## config.mk

```make
export PLATFORM = sky130hd
export DESIGN_NAME = int2flt
export DESIGN_NICKNAME = d
export VERILOG_FILES = /design/src/rtl/int2flt.sv
export SDC_FILE = /design/constraint.sdc
export NUM_CORES = 1
export LEC_CHECK = 0
export ABC_CLOCK_PERIOD_IN_PS = 3700
export BUFFER_PORTS_ARGS = -buffer_cell sky130_fd_sc_hd__buf_2
export CAP_MARGIN = 20
export CELL_PAD_IN_SITES_DETAIL_PLACEMENT = 1
export CELL_PAD_IN_SITES_GLOBAL_PLACEMENT = 2
export CORE_ASPECT_RATIO = 0.7
export CORE_MARGIN = 5
export CORE_UTILIZATION = 41
export DETAILED_ROUTE_END_ITERATION = 8
export GPL_TIMING_DRIVEN = 0
export PLACE_DENSITY_LB_ADDON = 0.2
export SETUP_SLACK_MARGIN = 0.1
export SYNTH_ARGS = -nofsm -noshare
export SYNTH_HDL_FRONTEND = slang
export SYNTH_SLANG_ARGS = --single-unit
```

## constraint.sdc

```tcl
create_clock -name Clk -period 3.7 [get_ports Clk]
set_input_delay 0.74 -clock Clk [delete_from_list [all_inputs] [get_ports Clk]]
set_output_delay 0.74 -clock Clk [all_outputs]
set_load 0.02 [all_outputs]
```

## src/rtl/int2flt.sv

```systemverilog
// ============================================================================
//  int2flt : sequential int16 -> IEEE-754 binary16 converter on a byte memory
//  Optional: INT2FLT_ROUND_EN selects round-to-nearest-even (else truncation)
//  Revision: 1.0
// ============================================================================
`default_nettype none

module int2flt #(
    parameter int                ADDR_W   = 8,
    parameter logic [ADDR_W-1:0] IN_ADDR  = '0,
    parameter logic [ADDR_W-1:0] OUT_ADDR = ADDR_W'(2)
) (
    input  logic              Clk,
    input  logic              Reset,
    input  logic              Start,
    output logic              Done,
    output logic [ADDR_W-1:0] MemAddr,
    input  logic [7:0]        MemRdData,
    output logic              MemWrEn,
    output logic [7:0]        MemWrData
);

    localparam logic [ADDR_W-1:0] IN_ADDR_HI  = IN_ADDR + ADDR_W'(1);
    localparam logic [ADDR_W-1:0] OUT_ADDR_HI = OUT_ADDR + ADDR_W'(1);

    localparam logic [3:0] S_IDLE  = 4'd0;
    localparam logic [3:0] S_RD_LO = 4'd1;
    localparam logic [3:0] S_RD_HI = 4'd2;
    localparam logic [3:0] S_ABS   = 4'd3;
    localparam logic [3:0] S_NORM  = 4'd4;
    localparam logic [3:0] S_ROUND = 4'd5;
    localparam logic [3:0] S_WR_LO = 4'd6;
    localparam logic [3:0] S_WR_HI = 4'd7;
    localparam logic [3:0] S_DONE  = 4'd8;

    logic [3:0]  r_state;
    logic [3:0]  w_next;
    logic [7:0]  r_lo;
    logic [7:0]  r_hi;
    logic        r_sign;
    logic [15:0] r_mag;
    logic [3:0]  r_k;
    logic [4:0]  r_exp;
    logic [9:0]  r_mant;

    logic [15:0] w_x;
    logic [15:0] w_abs;
    logic [9:0]  w_mant_tr;
    logic [4:0]  w_exp_tr;
    logic        w_round_up;
    logic [9:0]  w_mant_rnd;
    logic [4:0]  w_exp_rnd;

    // |x| never exceeds 32768, so 16 bits hold it exactly (0x8000 negates to itself)
    assign w_x       = {r_hi, r_lo};
    assign w_abs     = w_x[15] ? (16'd0 - w_x) : w_x;
    assign w_mant_tr = r_mag[14:5];
    assign w_exp_tr  = 5'd30 - {1'b0, r_k};

`ifdef INT2FLT_ROUND_EN
    assign w_round_up = r_mag[4] & ((|r_mag[3:0]) | r_mag[5]);
`else
    assign w_round_up = 1'b0;
`endif

    always_comb begin
        w_mant_rnd = w_mant_tr;
        w_exp_rnd  = w_exp_tr;
        if (w_round_up) begin
            if (&w_mant_tr) begin
                w_mant_rnd = '0;
                w_exp_rnd  = w_exp_tr + 5'd1;
            end else begin
                w_mant_rnd = w_mant_tr + 10'd1;
            end
        end
    end

    always_ff @(posedge Clk or negedge Reset) begin
        if (!Reset) begin
            r_state <= S_IDLE;
        end else begin
            r_state <= w_next;
        end
    end

    always_comb begin
        w_next = r_state;
        case (r_state)
            S_IDLE, S_DONE: if (Start) w_next = S_RD_LO;
            S_RD_LO:        w_next = S_RD_HI;
            S_RD_HI:        w_next = S_ABS;
            S_ABS:          w_next = (w_x == 16'd0) ? S_WR_LO : S_NORM;
            S_NORM:         if (r_mag[15]) w_next = S_ROUND;
            S_ROUND:        w_next = S_WR_LO;
            S_WR_LO:        w_next = S_WR_HI;
            S_WR_HI:        w_next = S_DONE;
            default:        w_next = S_IDLE;
        endcase
    end

    always_ff @(posedge Clk or negedge Reset) begin
        if (!Reset) begin
            r_lo   <= '0;
            r_hi   <= '0;
            r_sign <= 1'b0;
            r_mag  <= '0;
            r_k    <= '0;
            r_exp  <= '0;
            r_mant <= '0;
        end else begin
            case (r_state)
                S_RD_LO: r_lo <= MemRdData;
                S_RD_HI: r_hi <= MemRdData;
                S_ABS: begin
                    // zero leaves exp/mant cleared and skips straight to the writes
                    r_sign <= r_hi[7];
                    r_mag  <= w_abs;
                    r_k    <= '0;
                    r_exp  <= '0;
                    r_mant <= '0;
                end
                S_NORM: begin
                    if (!r_mag[15]) begin
                        r_mag <= {r_mag[14:0], 1'b0};
                        r_k   <= r_k + 4'd1;
                    end
                end
                S_ROUND: begin
                    r_exp  <= w_exp_rnd;
                    r_mant <= w_mant_rnd;
                end
                default: ;
            endcase
        end
    end

    always_comb begin
        Done      = 1'b0;
        MemWrEn   = 1'b0;
        MemAddr   = '0;
        MemWrData = '0;
        case (r_state)
            S_RD_LO: MemAddr = IN_ADDR;
            S_RD_HI: MemAddr = IN_ADDR_HI;
            S_WR_LO: begin
                MemAddr   = OUT_ADDR;
                MemWrData = r_mant[7:0];
                MemWrEn   = 1'b1;
            end
            S_WR_HI: begin
                MemAddr   = OUT_ADDR_HI;
                MemWrData = {r_sign, r_exp, r_mant[9:8]};
                MemWrEn   = 1'b1;
            end
            S_DONE:  Done = 1'b1;
            default: ;
        endcase
    end

endmodule

`default_nettype wire

```

# Word-level counts from Yosys, hierarchy flattened
# Index checks and enable logic that the tools add are counted.
[totals] in_bits=11 register_bits=56
[classes] addsub=3 n_eq_ne=11 n_mux=15 reduce_logical=8
[ops] operator="16-bit two-way mux" count=2
[ops] operator="16-bit case mux with 2 select lines" count=1
[ops] operator="4-bit case mux with 8 select lines" count=1
[ops] operator="10-bit case mux with 2 select lines" count=1
[ops] operator="4-bit by 3-bit == test with 1-bit output, second input constant" count=4
[ops] operator="16-bit logical NOT" count=1
[ops] operator="8-bit case mux with 2 select lines" count=1
[ops] operator="1-bit by 16-bit subtractor with 16-bit output, first input constant" count=1
[ops] operator="4-bit two-way mux" count=3
[ops] operator="5-bit case mux with 2 select lines" count=1
[ops] operator="4-bit by 2-bit == test with 1-bit output, second input constant" count=2
[ops] operator="4-bit case mux with 2 select lines" count=1
[ops] operator="2-bit != test, second input constant" count=3
[ops] operator="2-bit case mux with 3 select lines" count=1
[ops] operator="5-bit by 4-bit subtractor with 5-bit output, first input constant" count=1
[ops] operator="4-bit by 1-bit adder with 4-bit output, second input constant" count=1
[ops] operator="4-bit by 1-bit == test with 1-bit output, second input constant" count=1
[ops] operator="4-bit == test, second input constant" count=1
[ops] operator="4-bit logical NOT" count=1
[ops] operator="2-bit AND reduction" count=2
[ops] operator="2-bit nonzero test" count=2
[ops] operator="2-bit OR reduction" count=2
[ops] operator="1-bit two-way mux" count=2
[ops] operator="2-bit two-way mux" count=1

# Logic depth before layout (Yosys ltp)
# Gate-level depths: netlist of the first run.
[depth] word_depth=4 ltp_mapped=7 depth_no_buf=6

# Worst setup path before layout of the first run
# Ideal clock, no wire load.
[synth_path] path_type="register to output" start="register r_state[3]" end="output port Done" setup_slack_ps=1492 arrival_ps=1468 path_stages_with_launch=3 path_buffers=1 path_cell_list="dfrtp_1 buf_1 nor4b_1"
[synth_between] elab_chain_len=2
[synth_rtl] element="start: declaration" line="36" source="logic [3:0] r_state;"
[synth_rtl] element="start signal: assignment" line="83" source="r_state <= w_next;"
[synth_rtl] element="4-bit == test" line="143" source="case (r_state)"
[synth_rtl] element="1-bit two-way mux" line="143"
[synth_rtl] element="end: declaration" line="16" source="output logic Done,"
# No other way between the ends.

# Final worst setup path of the first run
[layout_path] start="register r_state[0]" end="output port MemWrData[0]"
[layout_between] elab_chain_len=2
[layout_rtl] element="4-bit by 3-bit == test with 1-bit output" line="143"
[layout_rtl] element="8-bit case mux with 2 select lines *" line="143"
[layout_rtl] element="end: declaration" line="20" source="output logic [7:0] MemWrData"
# Mark *: on every way between the ends. The rest lies on a longest branch, timed or not.

==> results of run 1 <==
==> layout make-up <==
| type | count | area (µm²) |
|---|---|---|
| fill | 804 | 3540 |
| sequential | 56 | 1400 |
| multi-input combinational | 191 | 1330 |
| timing repair buffer | 23 | 130 |
| buffer | 25 | 125 |
| tap | 94 | 118 |
| clock buffer | 7 | 86.3 |
| inverter | 4 | 15.0 |
| clock inverter | 1 | 7.51 |
==> cells in the mapped netlist, types with 3 or more instances <==
cell type  instances  share of area [%]
or3_1              5                1.1
buf_4              7                1.8
buf_1              3               0.39
mux2_2            14                5.5
xnor2_1            4                1.2
ha_1               3                1.3
inv_1              4               0.53
o41ai_1            3               0.92
nor2_1            25                3.3
o22ai_1            5                1.1
o31ai_1            5                1.3
clkbuf_1          11                1.4
buf_2              4               0.70
a22oi_1            3               0.79
a22o_1            15                4.6
nand3_1            5               0.88
nor3_1             4               0.70
mux2i_1           10                3.5
nand2_1           12                1.6
xor2_1            12                3.7
o21ai_0           18                3.2
nand2b_1           3               0.66
a21oi_1            9                1.6
dfrtp_1           56                 49
==> stage by stage <==
stage | hold slack [ns] | instances | utilization, %
after floorplan | 0.444 | 276 | -
after detailed placement | 0.485 | 393 | 46.1
final | 0.385 | 401 | 47.5
after global routing | 0.401 | 401 | 47.5
after CTS | 0.387 | 401 | 47.5
after global placement | 0.476 | 392 | 45.9
==> power by group <==
part	internal, mW	switching [mW]	total (mW)	leakage, nW
combinational	0.589	0.769	1.36	0.676
sequential	0.890	0.262	1.15	0.689
clock	0.153	0.200	0.353	0.0445
total	1.63	1.23	2.86	1.41
==> worst max path at each step <==
stage | slack (ns) | startpoint | to | cells past startpoint
after detailed placement | 1.26 | r_state[0]$_DFFE_PN0P_ | MemWrData[0] | 5
after global placement | 1.29 | r_state[0]$_DFFE_PN0P_ | MemWrData[0] | 5
after global routing | 0.77 | r_state[0]$_DFFE_PN0P_ | MemWrData[0] | 5
after floorplan | 1.49 | r_state[3]$_DFFE_PN0P_ | Done | 2
final | 0.94 | r_state[0]$_DFFE_PN0P_ | MemWrData[0] | 5
after CTS | 0.90 | r_state[0]$_DFFE_PN0P_ | MemWrData[0] | 5
==> metal layers <==
| metal | vias to the layer above | track usage (%) | part of all wire [%] |
|---|---|---|---|
| li1 | 1029 | - | - |
| met1 | 1073 | 27.6 | 54 |
| met2 | 29 | 25.9 | 42 |
| met3 | 4 | 3.23 | 3.1 |
| met4 | 0 | 2.99 | 0.68 |
| met5 | - | 0 | 0 |
==> cells in the final DEF, fill, tap and decap left out, types with 3 or more instances in the layout <==
cell type / n
a22oi_1: 3
a21oi_1: 9
xor2_1: 12
mux2i_1: 10
xnor2_1: 4
nand2_1: 12
buf_1: 3
conb_1: 6
clkbuf_8: 6
buf_4: 7
nand3_1: 5
ha_1: 3
o41ai_1: 3
inv_1: 4
mux2_2: 14
or3_1: 5
a22o_1: 15
nor3_1: 4
nor2_1: 25
dfrtp_1: 56
clkbuf_1: 12
nand2b_1: 3
o22ai_1: 5
o31ai_1: 5
o21ai_0: 18
buf_2: 26
==> cell families (layout without fill, tap and decap cells) <==
logic type / after synthesis / after routing
AO/OA/AOI/OAI: 67 / 67
XOR/XNOR: 16 / 16
adder cells (fa/ha/maj): 3 / 3
buffers and inverters: 29 / 60
flip-flops: 56 / 56
multiplexers: 24 / 24
other: 1 / 6
AND/OR/NAND/NOR: 75 / 75
==> critical path, cell delays in order (launching register included) <==
cell	delay, ns
dfrtp_1	0.37
buf_2	0.23
buf_1	0.59
mux2i_1	0.31
nor2_1	0.05
buf_2	0.16
==> flip-flops by register name (all words and copies together) (netlist names) <==
signal,flops
r_sign,1
r_exp,5
r_mant,10
r_hi,8
r_mag,16
r_lo,8
r_state,4
r_k,4
==> results.cfg, run 1 <==
[run_status]
status = finished, final reports clean

[clocking]
clock_sinks = 56
cts-buffers-inserted = 5
hold_buffers = 0
cts-resized-gates = 0
cts_setup_buffers = 0
cts-root-buf = clkbuf_8
cts_tree = yes
htree_levels = 2
path_clk_slew_ns = 0.10
clk_latency_ns = 0.31
clk_path_buf_depth = 2

[power]
power.leakage_nw = 1.41
finalPower_mw = 2.86
p_per_area_mw_per_mm2 = 891
vdd_drop_max_mv = 0.371

[sta]
tightest_slew_ns = 1.02
drv_slew = 0
setup_ws_ns = 0.941
hold_viol = 0
min_period_ns = 2.76
finalCritPeriodShare_pct = 74.6
setup_violations = 0
max_slew_margin_pct = 31.6
tns_ns = 0
finalClockSkew_ns = 0.00595
fmaxAchievable_mhz = 362
rsz0062_at_grt = false

[grt]
grt_use_total_pct = 17.8
grt_max_degree = 39
antenna_found_initial = 0
grt-ovfl-total = 0
grt_pass1_wl_um = 12000
grt_pass1_vias = 2213

[floorplan]
initial_core_util_pct = 42.2
io_pins = 29
die_h_um = 79.8
die_w_um = 110
dieArea_mm2 = 0.00875
rows = 25
core_mm2 = 0.00676

[drt]
drc = 0
drt_iter0_drc = 94
wl_per_cell_um = 17.5
ant_nets = 0
viasPerCell = 5.32
num_vias = 2135
routed_wl_um = 7020
drtPass1Iterations = 4

[synthesis]
synth_top_family_by_area = compound AO/OA/AOI/OAI gates
synth_compound_area_share_pct = 16.2
yosysUniqueCellTypes = 49
synth-xor-area-share_pct = 4.91
yosysSeqAreaShare_pct = 49.1
synthesis.area_mm2 = 0.00285
ys_async_sr_fraction_pct = 100
synth-main-ff-cell = dfrtp_1
synthAdderAreaFrac_pct = 1.32
avgSynthCellArea_um2 = 10.5
yosys_warnings = 0
syn_inst = 271
ys_ff_latch = 56
synth_mux_area_share_pct = 9.04
synth_edf_count = 0
synthSimpleGateAreaFrac_pct = 14.3

[placed_design]
post_dp_cell_area_mm2 = 0.00312
dp_slack_ns = 1.26
gp_congestion = 0.740
io_buffers = 22
dpl.hpwl_um = 5390

[critical_path]
r2r_cells = 5
critPathCaptureType = output pin
critPathKind = flop to output pin
r2r_slack_ns = 1.45
critPathLaunchType = flop
cp_max_fo = 10
r2r_end = r_mant[6]$_DFFE_PN0P_
critPathRequiredTime_ns = 2.96
regToRegStartpoint = r_state[0]$_DFFE_PN0P_
arrival_ns = 2.02

[final_layout]
finish.net_count = 320
area_growth_pct = 12.6
fin_area_mm2 = 0.00321
n_antenna_cell = 0
drive_above_1_share_pct = 19.9

[flow_run]
maxCapViolCount = 0

[hold_path]
hp-class = primary input to asynchronous set/reset pin
Note: power is estimated with default switching activity, not from simulation.
==> inputs of run 2 (changes only) <==
--- a/config.mk
+++ b/config.mk
@@ -5,14 +5,15 @@
 export SDC_FILE = /design/constraint.sdc
 export NUM_CORES = 1
 export LEC_CHECK = 0
-export ABC_CLOCK_PERIOD_IN_PS = 3700
+export ABC_AREA = 1
+export ABC_CLOCK_PERIOD_IN_PS = 2650
 export BUFFER_PORTS_ARGS = -buffer_cell sky130_fd_sc_hd__buf_2
 export CAP_MARGIN = 20
 export CELL_PAD_IN_SITES_DETAIL_PLACEMENT = 1
 export CELL_PAD_IN_SITES_GLOBAL_PLACEMENT = 2
 export CORE_ASPECT_RATIO = 0.7
 export CORE_MARGIN = 5
-export CORE_UTILIZATION = 41
+export CORE_UTILIZATION = 35
 export DETAILED_ROUTE_END_ITERATION = 8
 export GPL_TIMING_DRIVEN = 0
 export PLACE_DENSITY_LB_ADDON = 0.2
==> constraint.sdc (replaced) <==
create_clock -name Clk -period 2.65 [get_ports Clk]
set_input_delay 0.53 -clock Clk [delete_from_list [all_inputs] [get_ports Clk]]
set_output_delay 0.53 -clock Clk [all_outputs]
set_load 0.02 [all_outputs]
==> results.cfg, run 2 <==
[run_status]
status = finished, final reports clean

[synthesis]
ys_async_sr_fraction_pct = 100
synthDominantCellAreaShare_pct = 47.3
synthesis.area_mm2 = 0.00296
yosysSeqAreaShare_pct = 47.3
yosys_warnings = 0
synth_edf_count = 0
synth-main-ff-cell = dfrtp_1
syn_inst = 377
synth.most_common_cell = nand2_1
ys_ff_latch = 56
synthTopCellsByCount = nand2_1 (74), inv_1 (67), dfrtp_1 (56)
yosys-top-cells-area = dfrtp_1 (47%), nand2_1 (9.4%), inv_1 (8.5%), o21ai_0 (5.6%), nand3_1 (5.2%)
yosysUniqueCellTypes = 32
avgSynthCellArea_um2 = 7.86
yosys.area.top_type = dfrtp_1

[sta]
fmaxAchievable_mhz = 428
drv_slew = 0
setup_ws_ns = 0.312
hold_viol = 0
tightest_slew_ns = 0.525
rsz0062_at_grt = false
finalCritPeriodShare_pct = 88.2
max_slew_margin_pct = 65.0
setup_violations = 0
min_period_ns = 2.34
tns_ns = 0
finalClockSkew_ns = 0.00719

[final_layout]
largest-register = r_mag
finish.net_count = 426
fill_cells = 1027
final_common_cell = nand2_1
fin_area_mm2 = 0.00338
drive_above_1_share_pct = 15.0
area_growth_pct = 14.1
fin_cells = 517
mostFrequentLayoutCells = nand2_1 (74), inv_1 (67), dfrtp_1 (56)
n_antenna_cell = 0
largest_reg_flops = 16
top_regs = r_mag x16, r_mant x10

[floorplan]
initial_core_util_pct = 35.5
io_pins = 29
rows = 28
die_h_um = 87.0
dieArea_mm2 = 0.0104
core_mm2 = 0.00834
die_w_um = 120

[critical_path]
cp_cell_sequence = nor2_2, nand2_1, clkbuf_1, nand2_1, buf_2
cpPeakStageDelay_ns = 0.43
slowest_stage = dfrtp_1
critPathKind = flop to output pin
r2r_slack_ns = 0.96
cpLargestDelayFamily = simple AND/OR/NAND/NOR gates
r2r_cells = 5
arrival_ns = 1.81
critPathLaunchType = flop
cp_max_fo = 10
path_buf_inv = 2
crit_path_frequent_cell = nand2_1
r2r_end = r_exp[4]$_DFFE_PN0P_
critPathRequiredTime_ns = 2.12
regToRegStartpoint = r_state[2]$_DFFE_PN0P_
critPathCaptureType = output pin

[placed_design]
dp_slack_ns = 0.611
place_inst = 510
dpl.hpwl_um = 6470
gp_congestion = 0.802
post_dp_cell_area_mm2 = 0.00324
io_buffers = 22

[clocking]
clock_sinks = 56
cts-resized-gates = 0
cts-buffers-inserted = 5
cts-root-buf = clkbuf_16
cts_tree = yes
hold_buffers = 0
path_clk_slew_ns = 0.08
clk_path_buf_depth = 2
cts_setup_buffers = 0
htree_levels = 2
clk_latency_ns = 0.30

[grt]
grt_pass1_wl_um = 13800
grt_max_degree = 37
antenna_found_initial = 0
grt_use_total_pct = 17.1
grt_pass1_vias = 2676
grt-ovfl-total = 0

[drt]
drt_iter0_drc = 138
num_vias = 2569
drc = 0
ant_nets = 0
routed_wl_um = 8320
viasPerCell = 4.97
drtPass1Iterations = 4
wl_per_cell_um = 16.1

[flow_run]
maxCapViolCount = 0

[power]
power.leakage_nw = 1.76
vdd_drop_max_mv = 0.407
p_per_area_mw_per_mm2 = 1270
finalPower_mw = 4.29

[hold_path]
hp-class = primary input to asynchronous set/reset pin
[run 2: cell type report]
cell class | count | area, µm² | area share, %
sequential | 56 | 1400 | 41.5
multi-input combinational | 238 | 1180 | 34.8
inverter | 70 | 275 | 8.14
tap | 105 | 131 | 3.89
timing repair buffer | 23 | 130 | 3.85
buffer | 18 | 128 | 3.77
clock buffer | 5 | 125 | 3.70
clock inverter | 2 | 12.5 | 0.370
[run 2: worst max path at each step]
stage                                       from            to  depth (start not counted)
after floorplan           r_state[3]$_DFFE_PN0P_  MemWrData[0]                          5
after global routing      r_state[2]$_DFFE_PN0P_    MemAddr[0]                          5
after detailed placement  r_state[2]$_DFFE_PN0P_    MemAddr[0]                          5
after global placement    r_state[2]$_DFFE_PN0P_    MemAddr[0]                          5
final                     r_state[2]$_DFFE_PN0P_    MemAddr[0]                          5
after CTS                 r_state[2]$_DFFE_PN0P_    MemAddr[0]                          5
[run 2: metal layers]
metal	share of wire (%)	global-route usage, %
met1	53	25.6
met2	41	24.9
met3	4.5	3.12
met4	1.4	5.20
met5	0	0
[run 2: report_power, final]
group          leakage, nW  total [mW]  switching [mW]  internal, mW
Combinational         1.01        2.12            1.40         0.721
Sequential           0.692        1.51           0.276          1.23
Clock               0.0657       0.665           0.321         0.345
[run 2: logic make-up after synthesis]
kind of cell / Yosys count / share of synthesized area [%]
XOR/XNOR: 1 / 0.296
AO/OA/AOI/OAI: 80 / 15.9
adder cells (fa/ha/maj): 3 / 1.27
flip-flops: 56 / 47.3
AND/OR/NAND/NOR: 148 / 21.5
other: 1 / 0.127
buffers and inverters: 88 / 13.6
[run 2: metrics by stage]
| stage | hold WS [ns] | utilization (%) |
|---|---|---|
| floorplan | 0.234 | - |
| global placement | 0.468 | 38.7 |
| detailed placement | 0.478 | 38.9 |
| CTS | 0.215 | 40.5 |
| global route | 0.247 | 40.5 |
| finish | 0.205 | 40.5 |
